$ cat src/rtl/bcd_pkg.sv
// Shared constants, action encoding and a BCD legality helper for the BCD counter core.
package bcd_pkg;

  localparam int DIGIT_W = 4;
  localparam logic [DIGIT_W-1:0] BCD_MAX = 4'd9;

  localparam int BTN_INC    = 0;
  localparam int BTN_DEC    = 1;
  localparam int BTN_PRESET = 2;
  localparam int BTN_CLEAR  = 3;

  typedef enum logic [2:0] {
    NONE,
    INC,
    DEC,
    PRESET,
    CLEAR
  } action_e;

  // True when every one of the low 'digits' nibbles holds a decimal digit.
  function automatic logic bcd_is_valid(input logic [63:0] value, input int digits);
    logic ok;
    ok = 1'b1;
    for (int i = 0; i < digits; i++) begin
      if (value[DIGIT_W*i +: DIGIT_W] > BCD_MAX) ok = 1'b0;
    end
    return ok;
  endfunction

endpackage

$ cat src/rtl/bcd_digit.sv
// One combinational BCD digit stage; the carry/borrow input enables the step.
module bcd_digit
  import bcd_pkg::*;
(
  input  logic [DIGIT_W-1:0] digit,
  input  logic               up,
  input  logic               down,
  input  logic               cin,
  output logic [DIGIT_W-1:0] next,
  output logic               cout
);

  always_comb begin
    next = digit;
    cout = 1'b0;
    if (cin && up) begin
      if (digit == BCD_MAX) begin
        next = '0;
        cout = 1'b1;
      end else begin
        next = digit + 4'd1;
      end
    end else if (cin && down) begin
      if (digit == '0) begin
        next = BCD_MAX;
        cout = 1'b1;
      end else begin
        next = digit - 4'd1;
      end
    end
  end

endmodule

$ cat src/rtl/bcd_counter_core.sv
// Multi-digit BCD up/down counter driven by rising edges of sanitized buttons.
// Define BCD_SATURATE_EN to hold at the limits instead of wrapping.
module bcd_counter_core
  import bcd_pkg::*;
#(
  parameter int                            NumDigits   = 4,
  parameter logic [DIGIT_W*NumDigits-1:0] PresetValue = '0
) (
  input  logic                           clk,
  input  logic                           reset,
  input  logic [3:0]                     btn_in,
  output logic [DIGIT_W*NumDigits-1:0]   count,
  output logic                           carry_out,
  output logic                           borrow_out
);

  logic [3:0]                   prev_btn;
  logic [3:0]                   evt;
  action_e                      action;
  logic [NumDigits:0]           chain;
  logic [DIGIT_W*NumDigits-1:0] stepped;
  logic                         wrap;
  logic [DIGIT_W*NumDigits-1:0] count_d;
  logic                         carry_d;
  logic                         borrow_d;

  assign evt = btn_in & ~prev_btn;

  // One action per cycle; simultaneous Inc and Dec cancel each other.
  always_comb begin
    action = NONE;
    if (evt[BTN_CLEAR])                      action = CLEAR;
    else if (evt[BTN_PRESET])                action = PRESET;
    else if (evt[BTN_INC] && !evt[BTN_DEC])  action = INC;
    else if (evt[BTN_DEC] && !evt[BTN_INC])  action = DEC;
  end

  assign chain[0] = 1'b1;

  for (genvar i = 0; i < NumDigits; i++) begin : g_digit
    bcd_digit u_digit (
      .digit (count[DIGIT_W*i +: DIGIT_W]),
      .up    (action == INC),
      .down  (action == DEC),
      .cin   (chain[i]),
      .next  (stepped[DIGIT_W*i +: DIGIT_W]),
      .cout  (chain[i+1])
    );
  end

  // A carry/borrow out of the top digit means the count hit a limit.
  assign wrap = chain[NumDigits];

  always_comb begin
    count_d  = count;
    carry_d  = 1'b0;
    borrow_d = 1'b0;
    case (action)
      CLEAR:  count_d = '0;
      PRESET: count_d = PresetValue;
      INC: begin
        carry_d = wrap;
`ifdef BCD_SATURATE_EN
        if (!wrap) count_d = stepped;
`else
        count_d = stepped;
`endif
      end
      DEC: begin
        borrow_d = wrap;
`ifdef BCD_SATURATE_EN
        if (!wrap) count_d = stepped;
`else
        count_d = stepped;
`endif
      end
      default: ;
    endcase
  end

  // Capturing the buttons during reset swallows a press held through it.
  always_ff @(posedge clk) begin
    if (reset) begin
      count      <= '0;
      carry_out  <= 1'b0;
      borrow_out <= 1'b0;
      prev_btn   <= btn_in;
    end else begin
      count      <= count_d;
      carry_out  <= carry_d;
      borrow_out <= borrow_d;
      prev_btn   <= btn_in;
    end
  end

  preset_is_bcd: assert property (@(posedge clk) bcd_is_valid(64'(PresetValue), NumDigits));

endmodule
$ cat config.mk
export PLATFORM = sky130hd
export DESIGN_NAME = bcd_counter_core
export DESIGN_NICKNAME = d
export VERILOG_FILES = /design/src/rtl/bcd_pkg.sv /design/src/rtl/bcd_digit.sv /design/src/rtl/bcd_counter_core.sv
export SDC_FILE = /design/constraint.sdc
export NUM_CORES = 1
export LEC_CHECK = 0
export CAP_MARGIN = 40
export CORE_MARGIN = 1.5
export CORE_UTILIZATION = 60
export DETAILED_ROUTE_END_ITERATION = 16
export PLACE_DENSITY = 0.81
export SYNTH_ARGS = -nofsm -noshare
export SYNTH_HDL_FRONTEND = slang
export SYNTH_HIERARCHICAL = 1
export SYNTH_SLANG_ARGS = --single-unit
$ cat constraint.sdc
create_clock -name clk -period 15.1 [get_ports clk]
set_input_delay 3.02 -clock clk [delete_from_list [all_inputs] [get_ports clk]]
set_output_delay 3.02 -clock clk [all_outputs]
set_load 0.05 [all_outputs]
-- Word level (Yosys, flattened, before mapping)
Cells that the tools add are included.
- output and inout port bits: 18
- flip-flop bits (word level): 22
- memories kept: 0
- bits in read-only memories: 0
- bits in writable memories: 0
- bits in latches: 0
- multiplexer cells: 36
- $add $sub $neg: 8
- divide/modulo/power cells: 0
- equal/unequal tests: 11
- magnitude comparators: 0
- multiply operators: 0
- bitwise logic cells: 4
- shift operators: 0
- reduce and logical (&&, ||, !) cells: 22
- operators by type and width (kind ; count):
    $mux W4 ; 15
    $pmux W16 S2 ; 1
    $add A4 B1 Y4 const B ; 4
    $eq A4 B4 Y1 const B ; 4
    $logic_not A4 Y1 ; 4
    $mux W1 ; 16
    $sub A4 B1 Y4 const B ; 4
    $ne A3 B1 Y1 const B ; 3
    $logic_and A1 B1 Y1 ; 8
    $reduce_or A2 Y1 ; 4
    $eq A3 B2 Y1 const B ; 2
    $mux W2 ; 3
    $reduce_and A2 Y1 ; 3
    $and A4 B4 Y4 ; 1
    $not A4 Y4 ; 1
    $eq A3 B1 Y1 const B ; 1
    $eq A3 B3 Y1 const B ; 1
    $mux W3 ; 1
    $logic_not A1 Y1 ; 2
    $not A1 Y1 ; 2
    $reduce_bool A2 Y1 ; 1

-- Logic depth before layout (Yosys ltp)
Gate-level depths: netlist (run 1).
- word-level depth: 21
- mapped depth: 18
- gate-level depth less buffers: 17

-- Hierarchy
The synthesis (run 1) kept the hierarchy.
- by module, submodules not included (module ; area each (um^2) ; instances ; cells each):
    bcd_counter_core ; 1049.8 ; 1 ; 94
    bcd_digit ; 210.2 ; 4 ; 28

-- Worst setup path before layout (run 1)
Ideal clock, no wire load.
- path type: input to register
- start point: input btn_in[3]
- end point: register borrow_out
- library setup time: 0.080 ns
- arrival time: 8.944 ns
- required time: 15.020 ns
- stages: 18
- path slack: 6.076 ns
- cells stage by stage: nand2b_1 -> buf_2 -> nand2_1 -> nor3b_1 -> and3_4 -> a22oi_1 -> nor3_1 -> and3_4 -> a22oi_1 -> nor3_1 -> and3_4 -> a22oi_1 -> nor3_1 -> and3_4 -> a22oi_1 -> nor3_1 -> nand4b_1 -> nor3b_1
- cells in the longest elaborated chain, start to end: 14
- RTL lines (what ; line ; source):
    start, declared ; bcd_counter_core.sv:11 ; input logic [3:0] btn_in,
    $and A4 B4 Y4 * ; bcd_counter_core.sv:27 ; assign evt = btn_in & ~prev_btn;
    $mux W3 * ; bcd_counter_core.sv:32 ; if (evt[BTN_CLEAR]) action = CLEAR;
    $eq A3 B2 Y1 ; bcd_counter_core.sv:44 ; .down (action == DEC),
    $mux W1 ; bcd_digit.sv:23 ; end else if (cin && down) begin
    $mux W1 * ; bcd_digit.sv:16 ; if (cin && up) begin
    via chain[1] ; bcd_counter_core.sv:20 ; logic [NumDigits:0] chain;
    $logic_and A1 B1 Y1 ; bcd_digit.sv:23 ;
    $mux W1 ; bcd_digit.sv:23 ;
    [1 not listed] ; n/a ;
    via chain[2] ; bcd_counter_core.sv:20 ;
    $logic_and A1 B1 Y1 ; bcd_digit.sv:23 ;
    $mux W1 ; bcd_digit.sv:23 ;
    $mux W1 * ; bcd_digit.sv:16 ;
    via chain[3] ; bcd_counter_core.sv:20 ;
    $logic_and A1 B1 Y1 ; bcd_digit.sv:23 ;
    $mux W1 ; bcd_digit.sv:23 ;
    $mux W1 * ; bcd_digit.sv:16 ;
    via chain[4] ; bcd_counter_core.sv:20 ;
    end signal, assigned ; bcd_counter_core.sv:91 ; borrow_out <= borrow_d;
    end, declared ; bcd_counter_core.sv:14 ; output logic borrow_out
Mark *: on every way through the listed nets, which the timed path passes. The rest lies on a longest branch.
A chain may end at the register's enable or synchronous reset.

-- Worst setup path after layout (run 1)
Same ends and word-level chain as after synthesis.

==> impl_metrics.toml, run 1 <==
[setup_path]
crit_path_end_kind = "flip-flop"
path_buf_inv = 3
reg2reg_slack_ns = 9.52
critical-path-top-delay-family = "simple AND/OR/NAND/NOR gates"
cp_slowest_cell = "nor3_1"
cp.arrival_ns = 8.60
rr_startpoint = "prev_btn[3]$_DFF_P_"
r2r_cells = 19
worstPathMaxFanout = 28
cp-start-kind = "input pin"
cp.required_ns = 15.35
critical_path.max_stage_delay_ns = 0.58
crit_type = "input pin to flip-flop"
crit_chain = "clkdlybuf4s50_1, nand2b_1, buf_8, nand2_1, nor3b_2, buf_4, and3_4, a22oi_1, nor3_1, and3_4, a22oi_1, nor3_1, and3_4, a22oi_1, nor3_1, and3_4, a22oi_1, nor3_1, nand4b_1, nor3b_1"
regToRegEndpoint = "borrow_out$_SDFF_PP0_"

[clock_tree]
cts_root_buf = "clkbuf_4"
cts_resized = 0
cts_tree = "done"
worstSkewPairLatency_ns = 0.31
cts_made_buffers = 3
post-cts-setup-buffer-count = 0
cts_sinks = 22
h-tree-depth = 1
clk_pin_slew_worst_paths_ns = 0.14
cts_hold_buf = 0
clock_path_buffers = 2

[timing]
setup_viol = 0
clock_skew_ns = 0.00316
fmaxAchievable_mhz = 120
max_slew_margin_pct = 45.1
hold_violations = 0
rsz0062_at_grt = "no"
tightest_slew_ns = 0.821
fin_tns_setup_ns = 0
fin_crit_sh_pct = 55.3
drv_slew = 0
finalCriticalPeriod_ns = 8.35

[die]
initial_utilization_pct = 62.4
rows = 20
fp.dieW_um = 59.1
die_h_um = 59.1
coreArea_sq_um = 3030
dieArea_sq_um = 3500
ioPinCount = 24

[layout]
finalInstanceArea_sq_um = 2210
drive_above_1_share_pct = 10.7
syn2layout_area_growth_pct = 16.7
nNetsFinal = 231
fillers = 244
num_antenna_cells = 0

[global_routing]
grt_pass1_wl_um = 6430
grt_pass1_vias = 1478
antenna_found_initial = 0
track_usage_pct = 22.8
overflow = 0
grt_max_degree = 35

[yosys]
synth_largest_area_cell = "dfxtp_1"
async_reset_ff_share_pct = 0
synth_top_flop_cell = "dfxtp_1"
yosys.cell_types.count = 30
synthTopCellsByArea = "dfxtp_1, nand4b_1, mux2i_1"
syn_avg_cell_area_sq_um = 9.18
yosysSeqAreaShare_pct = 23.3
yosysTopAreaCellShare_pct = 23.3
ys_warn_count = 6
synth_edf_count = 0
ys_seq_elements = 22
syn_inst = 206
syn-cell-area_sq_um = 1890

[min_path]
min_path_cells = 2
hp-class = "flip-flop to flip-flop"
hold_start = "prev_btn[1]$_DFF_P_"
hold_path_end = "borrow_out$_SDFF_PP0_"

[power_and_ir_drop]
p_sw_w = 0.0000299
finalPower_w = 0.000124
power_frac_clock_pct = 37.5
switching_share_pct = 24.2
p_int_w = 0.0000937
p_comb_share_pct = 14.6
seq_power_share_pct = 47.9
peakVddDrop_mv = 0.0444
p_leak_nw = 0.753
power_density_nw_per_um2 = 56.0

[place]
hpwlAfterDp_um = 2590
io_buffers = 23
placed_area_sq_um = 2150
gp_congestion = 0.773

[job]
max_cap_violations = 0

[drt]
final_antenna_net_count = 0
drt_iter0_drc = 174
drt-wirelength-per-cell_um = 14.6
via_per_inst = 6.37
routed_wl_um = 3930
drc_errors = 0
dr_total_vias = 1707
dr.pass1.iters = 4

[outcome]
status = "complete, no violations"
-- cell usage after synthesis (all sizes together), types with 4 or more instances --
cell     number
o211a         4
buf           7
nand2b        6
nand3b        4
nand4b       37
o2111ai       4
a21o          4
a21oi        12
mux2          4
a22oi         8
o21ai         8
clkbuf       13
a211oi        4
nand3         8
a221oi        4
dfxtp        22
nor2b         6
nor3          4
and3b         4
and3          4
mux2i        16
nor3b         4
nor4bb        4
or3           4
xnor2         5
nand2         5
-- power groups by stage --
stage | combinational [W] | sequential, W | clock (W)
floorplan | 0.0000137 | 0.0000606 | 0
finish | 0.0000181 | 0.0000592 | 0.0000464
detailed placement | 0.0000180 | 0.0000605 | 0
global route | 0.0000194 | 0.0000593 | 0.0000497
global placement | 0.0000169 | 0.0000605 | 0
CTS | 0.0000180 | 0.0000592 | 0.0000471
-- routing by layer --
layer | GRT usage (%) | part of all wire [%] | vias up
met4 | 4.55 | 0.33 | 0
met5 | 0 | 0 | -
met2 | 38.6 | 49 | 36
met1 | 31.4 | 48 | 821
met3 | 2.62 | 3.0 | 2
li1 | - | - | 848
-- layout by cell type, fill, tap and decap left out, types with 4 or more instances in the layout --
master           Yosys  routed
a211oi_1             4       4
a21o_1               4       4
a21oi_1             12      12
a221oi_1             4       4
a22oi_1              8       8
and3_4               4       4
and3b_1              4       4
clkdlybuf4s50_1      0      23
conb_1               1       8
dfxtp_1             22      22
mux2_2               4       4
mux2i_1             16      16
nand2_1              5       5
nand2b_1             6       6
nand3_1              8       8
nand3b_1             4       4
nand4b_1            37      37
nor2b_1              4       4
nor3_1               4       4
nor4bb_4             4       4
o2111ai_1            4       4
o211a_1              4       4
o21ai_0              8       8
or3_1                4       4
xnor2_1              4       4
-- metrics by stage --
step | util (%) | hold WS [ns] | std cells | setup slack [ns]
floorplan | - | 0.578 | 213 | 6.08
global placement | 70.7 | 0.592 | 263 | 6.48
detailed placement | 71.2 | 0.601 | 264 | 6.52
CTS | 72.9 | 0.615 | 268 | 6.81
global route | 72.9 | 0.630 | 268 | 6.23
finish | 72.9 | 0.612 | 268 | 6.75
-- cells by family (layout without fill, tap and decap cells) --
kind of cell,Yosys count,count (layout),share of synthesized area (%)
mux,20,20,10.9
simple gates,90,90,40.1
other cells,1,8,0.198
flops,22,22,23.3
xor+xnor,5,5,3.31
compound gates,48,48,17.5
buf+inv,20,31,4.77
-- how the worst max path moves through the flow --
stage | start | endpoint | slack [ns] | cells after the start
6_report | btn_in[3] | borrow_out$_SDFF_PP0_ | 6.75 | 20
5_1_grt | btn_in[3] | count[14]$_SDFFE_PP0P_ | 6.23 | 20
4_1_cts | btn_in[3] | borrow_out$_SDFF_PP0_ | 6.81 | 20
3_5_place_dp | btn_in[3] | carry_out$_SDFF_PP0_ | 6.52 | 20
3_3_place_gp | btn_in[3] | borrow_out$_SDFF_PP0_ | 6.48 | 19
2_1_floorplan | btn_in[3] | borrow_out$_SDFF_PP0_ | 6.08 | 18
-- registers in the layout (all words and copies together), names as in the netlist --
signal / count
count: 16
prev_btn: 4
borrow_out: 1
carry_out: 1
-- worst min-delay path: stages, from the launching register on --
cell	delay, ns
dfxtp_1	0.38
nor2b_4	0.07
nor3b_1	0.13
-- final cells by class --
cell class / instances / area (sq um) / area share [%]
flip-flops and latches: 22 / 440 / 20.0
repair buffers: 27 / 268 / 12.1
multi-input cells: 171 / 1390 / 63.0
clock inverters: 1 / 30.0 / 1.36
clock buffers: 3 / 22.5 / 1.02
well taps: 44 / 55.1 / 2.49
(Power assumes the default switching activity.)
==> inputs of run 2 (changes only) <==
- CORE_UTILIZATION: 60 -> 56
- PLACE_DENSITY: 0.81 -> 0.77
- clock period: 15.1 -> 8.2 ns (I/O delays scaled with it)
==> run 2 against run 1 <==
Register-to-register slack got worse by 6.7 ns. Clock skew increased by 0.0084 ns. First-iteration DRC count decreased by 37%. Non-clock buffer count unchanged. Critical path depth unchanged. Via count increased by 0.18%. Final cell count unchanged. Flip-flop and latch count unchanged. Combinational power increased by 83%. Setup slack got worse by 5.3 ns. Critical endpoint unchanged.
==> impl_metrics.toml, run 2 (synthesis gave the netlist of run 1 again) <==
[timing]
rsz0062_at_grt = "no"
tightest_slew_ns = 0.831
fin_tns_setup_ns = 0
drv_slew = 0
hold_violations = 0
fmaxAchievable_mhz = 148
max_slew_margin_pct = 44.4
fin_crit_sh_pct = 82.6
clock_skew_ns = 0.0116
finalCriticalPeriod_ns = 6.78
setup_viol = 0

[setup_path]
critical-path-top-delay-family = "simple AND/OR/NAND/NOR gates"
regToRegEndpoint = "borrow_out$_SDFF_PP0_"
crit_chain = "clkdlybuf4s50_1, nand2b_1, buf_4, nand2_1, nor3b_2, buf_4, and3_4, a22oi_1, nor3_1, and3_4, a22oi_1, nor3_1, and3_4, a22oi_1, nor3_1, and3_4, a22oi_1, nor3_1, nand4b_1, nor3b_1"
cp_slowest_cell = "nor3_1"
r2r_cells = 19
rr_startpoint = "prev_btn[3]$_DFF_P_"
path_buf_inv = 3
reg2reg_slack_ns = 2.80
cp-start-kind = "input pin"
critical_path.max_stage_delay_ns = 0.57
crit_path_end_kind = "flip-flop"
cp.required_ns = 8.45
worstPathMaxFanout = 34
cp.arrival_ns = 7.02
crit_type = "input pin to flip-flop"

[clock_tree]
cts_tree = "done"
cts_resized = 0
worstSkewPairLatency_ns = 0.32
cts_sinks = 22
h-tree-depth = 1
cts_made_buffers = 3
cts_hold_buf = 0
post-cts-setup-buffer-count = 0
clk_pin_slew_worst_paths_ns = 0.14
clock_path_buffers = 2
cts_root_buf = "clkbuf_4"

[die]
die_h_um = 61.1
fp.dieW_um = 61.1
rows = 20
dieArea_sq_um = 3730
initial_utilization_pct = 60.4
coreArea_sq_um = 3130
ioPinCount = 24

[power_and_ir_drop]
peakVddDrop_mv = 0.113
p_leak_nw = 0.749
power_density_nw_per_um2 = 104

[place]
placed_area_sq_um = 2150
dp.cells = 264
gp_congestion = 0.840
io_buffers = 23
hpwlAfterDp_um = 2770

[layout]
top_regs = "count (16), prev_btn (4)"
final_cell_mix = "nand4b_1, clkdlybuf4s50_1, dfxtp_1"
mostFrequentLayoutCell = "nand4b_1"
finalInstanceArea_sq_um = 2200
nNetsFinal = 231
syn2layout_area_growth_pct = 16.3
fillers = 262
drive_above_1_share_pct = 10.7
fin_util_pct = 70.3
num_antenna_cells = 0
largest_register = "count"
largest_register_ffs = 16
final_cells = 268

[drt]
final_antenna_net_count = 0
via_per_inst = 6.38
drt_iter0_drc = 109
drt-wirelength-per-cell_um = 16.1
dr.pass1.iters = 4
drc_errors = 0
routed_wl_um = 4310
dr_total_vias = 1710

[global_routing]
overflow = 0
grt_pass1_wl_um = 7150
track_usage_pct = 25.0
grt_max_degree = 35
grt_pass1_vias = 1531
antenna_found_initial = 0

[job]
max_cap_violations = 0

[outcome]
status = "complete, no violations"

[min_path]
hold_path_end = "carry_out$_SDFF_PP0_"
hold_start = "prev_btn[0]$_DFF_P_"
min_path_cells = 2
hp-class = "flip-flop to flip-flop"
[run 2: per-stage QoR]
step	total power (W)	setup WS, ns	hold WS (ns)
after floorplan	0.000137	0.556	0.578
after global placement	0.000143	1.41	0.591
after detailed placement	0.000144	1.08	0.602
after CTS	0.000231	1.44	0.622
after global routing	0.000235	0.810	0.643
final	0.000228	1.42	0.619
[run 2: how the worst max path moves through the flow]
stage                         start                    end  slack (ns)  depth (start not counted)
final                     btn_in[3]  borrow_out$_SDFF_PP0_        1.42                         20
after global routing      btn_in[3]  borrow_out$_SDFF_PP0_        0.81                         20
after CTS                 btn_in[3]  borrow_out$_SDFF_PP0_        1.44                         20
after detailed placement  btn_in[3]  borrow_out$_SDFF_PP0_        1.08                         20
after global placement    btn_in[3]  borrow_out$_SDFF_PP0_        1.41                         20
after floorplan           btn_in[3]  borrow_out$_SDFF_PP0_        0.56                         18
[run 2: final cells by class]
cell class | instances | area, sq um | area share [%]
flip-flops and latches | 22 | 440 | 20.0
multi-input cells | 171 | 1390 | 63.3
repair buffers | 27 | 260 | 11.8
well taps | 44 | 55.1 | 2.50
clock buffers | 3 | 22.5 | 1.02
clock inverters | 1 | 30.0 | 1.37
[run 2: metal layers]
layer / GRT usage (%) / share of wire [%] / vias up
li1: - / - / 848
met1: 32.6 / 46 / 820
met2: 43.6 / 49 / 38
met3: 4.41 / 4.2 / 4
met4: 4.04 / 0.67 / 0
met5: 0 / 0 / -
[run 2: tightest hold or removal path, stage by stage, from the launching register on]
cell and delay [ns]:
dfxtp_1 0.38, nor2b_4 0.07, nor3b_1 0.13
[run 2: report_power, final]
part | total [W] | switching, W | internal [W] | leakage, nW
registers | 0.000109 | 0.000000999 | 0.000108 | 0.179
clock network | 0.0000860 | 0.0000365 | 0.0000494 | 0.0279
logic | 0.0000332 | 0.0000184 | 0.0000148 | 0.543
==> inputs of run 3 (changes only) <==
- clock period: 8.2 -> 6.6 ns (I/O delays scaled with it)
==> run 3 against run 2 <==
Design area is 0.46% lower. Wire length is 2.3% lower. First-iteration DRC count is 39% lower. Via count is 1.8% higher. Critical endpoint unchanged. Largest power group unchanged. Highest routed layer unchanged.
==> impl_metrics.toml, run 3 (synthesis gave the netlist of run 1 again) <==
[setup_path]
path_buf_inv = 1
r2r_cells = 16
cp.arrival_ns = 6.32
regToRegEndpoint = "borrow_out$_SDFF_PP0_"
rr_startpoint = "prev_btn[1]$_DFF_P_"
critical-path-top-delay-family = "simple AND/OR/NAND/NOR gates"
crit_type = "input pin to flip-flop"
cp.required_ns = 6.84
cp-start-kind = "input pin"
crit_path_end_kind = "flip-flop"
worstPathMaxFanout = 8
critical_path.max_stage_delay_ns = 0.60
startpoint = "btn_in[1]"
crit_chain = "clkdlybuf4s50_1, nor2b_4, nor3b_1, and3b_1, a22oi_1, nor3_1, and3_4, a22oi_1, nor3_1, and3_4, a22oi_1, nor3_1, and3_4, a22oi_1, nor3_1, nand4b_1, nor3b_1"
cp_slowest_cell = "nor3_1"
reg2reg_slack_ns = 1.69

[global_routing]
track_usage_pct = 24.3
overflow = 0
antenna_found_initial = 0
grt_max_degree = 34
grt_pass1_wl_um = 6920
grt_pass1_vias = 1512

[layout]
largest_register_ffs = 16
nNetsFinal = 231
regArea_sq_um = 440
mostFrequentLayoutCell = "nand4b_1"
num_antenna_cells = 0
drive_above_1_share_pct = 10.7
final_cell_mix = "nand4b_1, clkdlybuf4s50_1, dfxtp_1"
top_regs = "count (16), prev_btn (4)"
multiInputGateArea_sq_um = 1400
syn2layout_area_growth_pct = 15.8
fillers = 256
largest_register = "count"

[power_and_ir_drop]
seq_power_share_pct = 53.4
p_comb_share_pct = 16.5
p_leak_nw = 0.744
power_frac_clock_pct = 30.1
switching_share_pct = 26.5
power_density_nw_per_um2 = 116
p_int_w = 0.000187
peakVddDrop_mv = 0.112
p_sw_w = 0.0000672

[timing]
max_slew_margin_pct = 45.8
worst_hold_slack_ns = 0.627
tightest_slew_ns = 0.810
finalCriticalPeriod_ns = 6.08
fmaxAchievable_mhz = 164
clock_skew_ns = 0.0101
setup_viol = 0
hold_violations = 0
fin_tns_setup_ns = 0
fin_crit_sh_pct = 92.1
rsz0062_at_grt = "no"
drv_slew = 0

[die]
initial_utilization_pct = 60.4
fp.dieW_um = 61.1
rows = 20
ioPinCount = 24
coreArea_sq_um = 3130
dieArea_sq_um = 3730
die_h_um = 61.1

[clock_tree]
cts_sinks = 22
h-tree-depth = 1
clk_pin_slew_worst_paths_ns = 0.12
worstSkewPairLatency_ns = 0.31
cts_root_buf = "clkbuf_4"
cts_tree = "done"
cts_hold_buf = 0
clock_path_buffers = 2
post-cts-setup-buffer-count = 0
cts_made_buffers = 3
cts_resized = 0

[drt]
via_per_inst = 6.50
drt-wirelength-per-cell_um = 15.7
final_antenna_net_count = 0
drc_errors = 0
dr.pass1.iters = 4
dr_total_vias = 1741
routed_wl_um = 4220
drt_iter0_drc = 66

[min_path]
min_path_cells = 2
hp-class = "flip-flop to flip-flop"
hold_path_end = "carry_out$_SDFF_PP0_"
hold_start = "prev_btn[0]$_DFF_P_"

[place]
io_buffers = 23
gp_congestion = 0.863
hpwlAfterDp_um = 2710

[job]
max_cap_violations = 0

[outcome]
status = "complete, no violations"
## run 3: changes by cell type in the layout (fill, tap and decap cells not counted), sizes merged
| cell | previous run | this run |
|---|---|---|
| bufinv | 1 | 0 |
| clkbuf | 3 | 4 |
## run 3: power groups by stage
| stage | Sequential (W) | Combinational (W) | Clock [W] |
|---|---|---|---|
| 5_1_grt | 0.000136 | 0.0000449 | 0.0000852 |
| 3_3_place_gp | 0.000138 | 0.0000408 | 0 |
| 2_1_floorplan | 0.000139 | 0.0000316 | 0 |
| 4_1_cts | 0.000135 | 0.0000420 | 0.0000812 |
| 6_report | 0.000135 | 0.0000419 | 0.0000765 |
| 3_5_place_dp | 0.000138 | 0.0000419 | 0 |
## run 3: worst max-delay path by stage
stage	end	cells past startpoint
6_report	borrow_out$_SDFF_PP0_	17
4_1_cts	borrow_out$_SDFF_PP0_	17
3_3_place_gp	borrow_out$_SDFF_PP0_	17
3_5_place_dp	borrow_out$_SDFF_PP0_	17
2_1_floorplan	borrow_out$_SDFF_PP0_	18
5_1_grt	borrow_out$_SDFF_PP0_	17
## run 3: worst reg2reg max path: cells and delay by family (launching register included)
family	cells	cell delay [ns]
DFF	1	0.35
AOI/OAI and AO/OA	4	0.35
and+or+nand+nor	12	4.16
## run 3: layer usage
layer	global-route usage (%)	vias up	part of all wire [%]
li1	-	850	-
met4	5.28	0	0.36
met1	31.1	848	46
met5	0	-	0
met3	5.67	2	4.9
met2	41.6	41	49
## run 3: area by class of cell
cell class	instances	share of cell area [%]
Clock buffer	4	1.66
Timing Repair Buffer	27	11.9
Tap cell	44	2.51
Sequential cell	22	20.1
Multi-Input combinational cell	171	63.8
## run 3: per-stage QoR
stage | worst slack (ns) | power [W] | instance area [sq um] | util, % | cells
floorplan | 0.331 | 0.000170 | 1920 | - | 213
global placement | 0.619 | 0.000179 | 2150 | 68.8 | 264
detailed placement | 0.279 | 0.000180 | 2150 | 68.8 | 264
CTS | 0.605 | 0.000259 | 2190 | 70.0 | 268
global route | 0.189 | 0.000266 | 2190 | 70.0 | 268
finish | 0.519 | 0.000254 | 2190 | 70.0 | 268
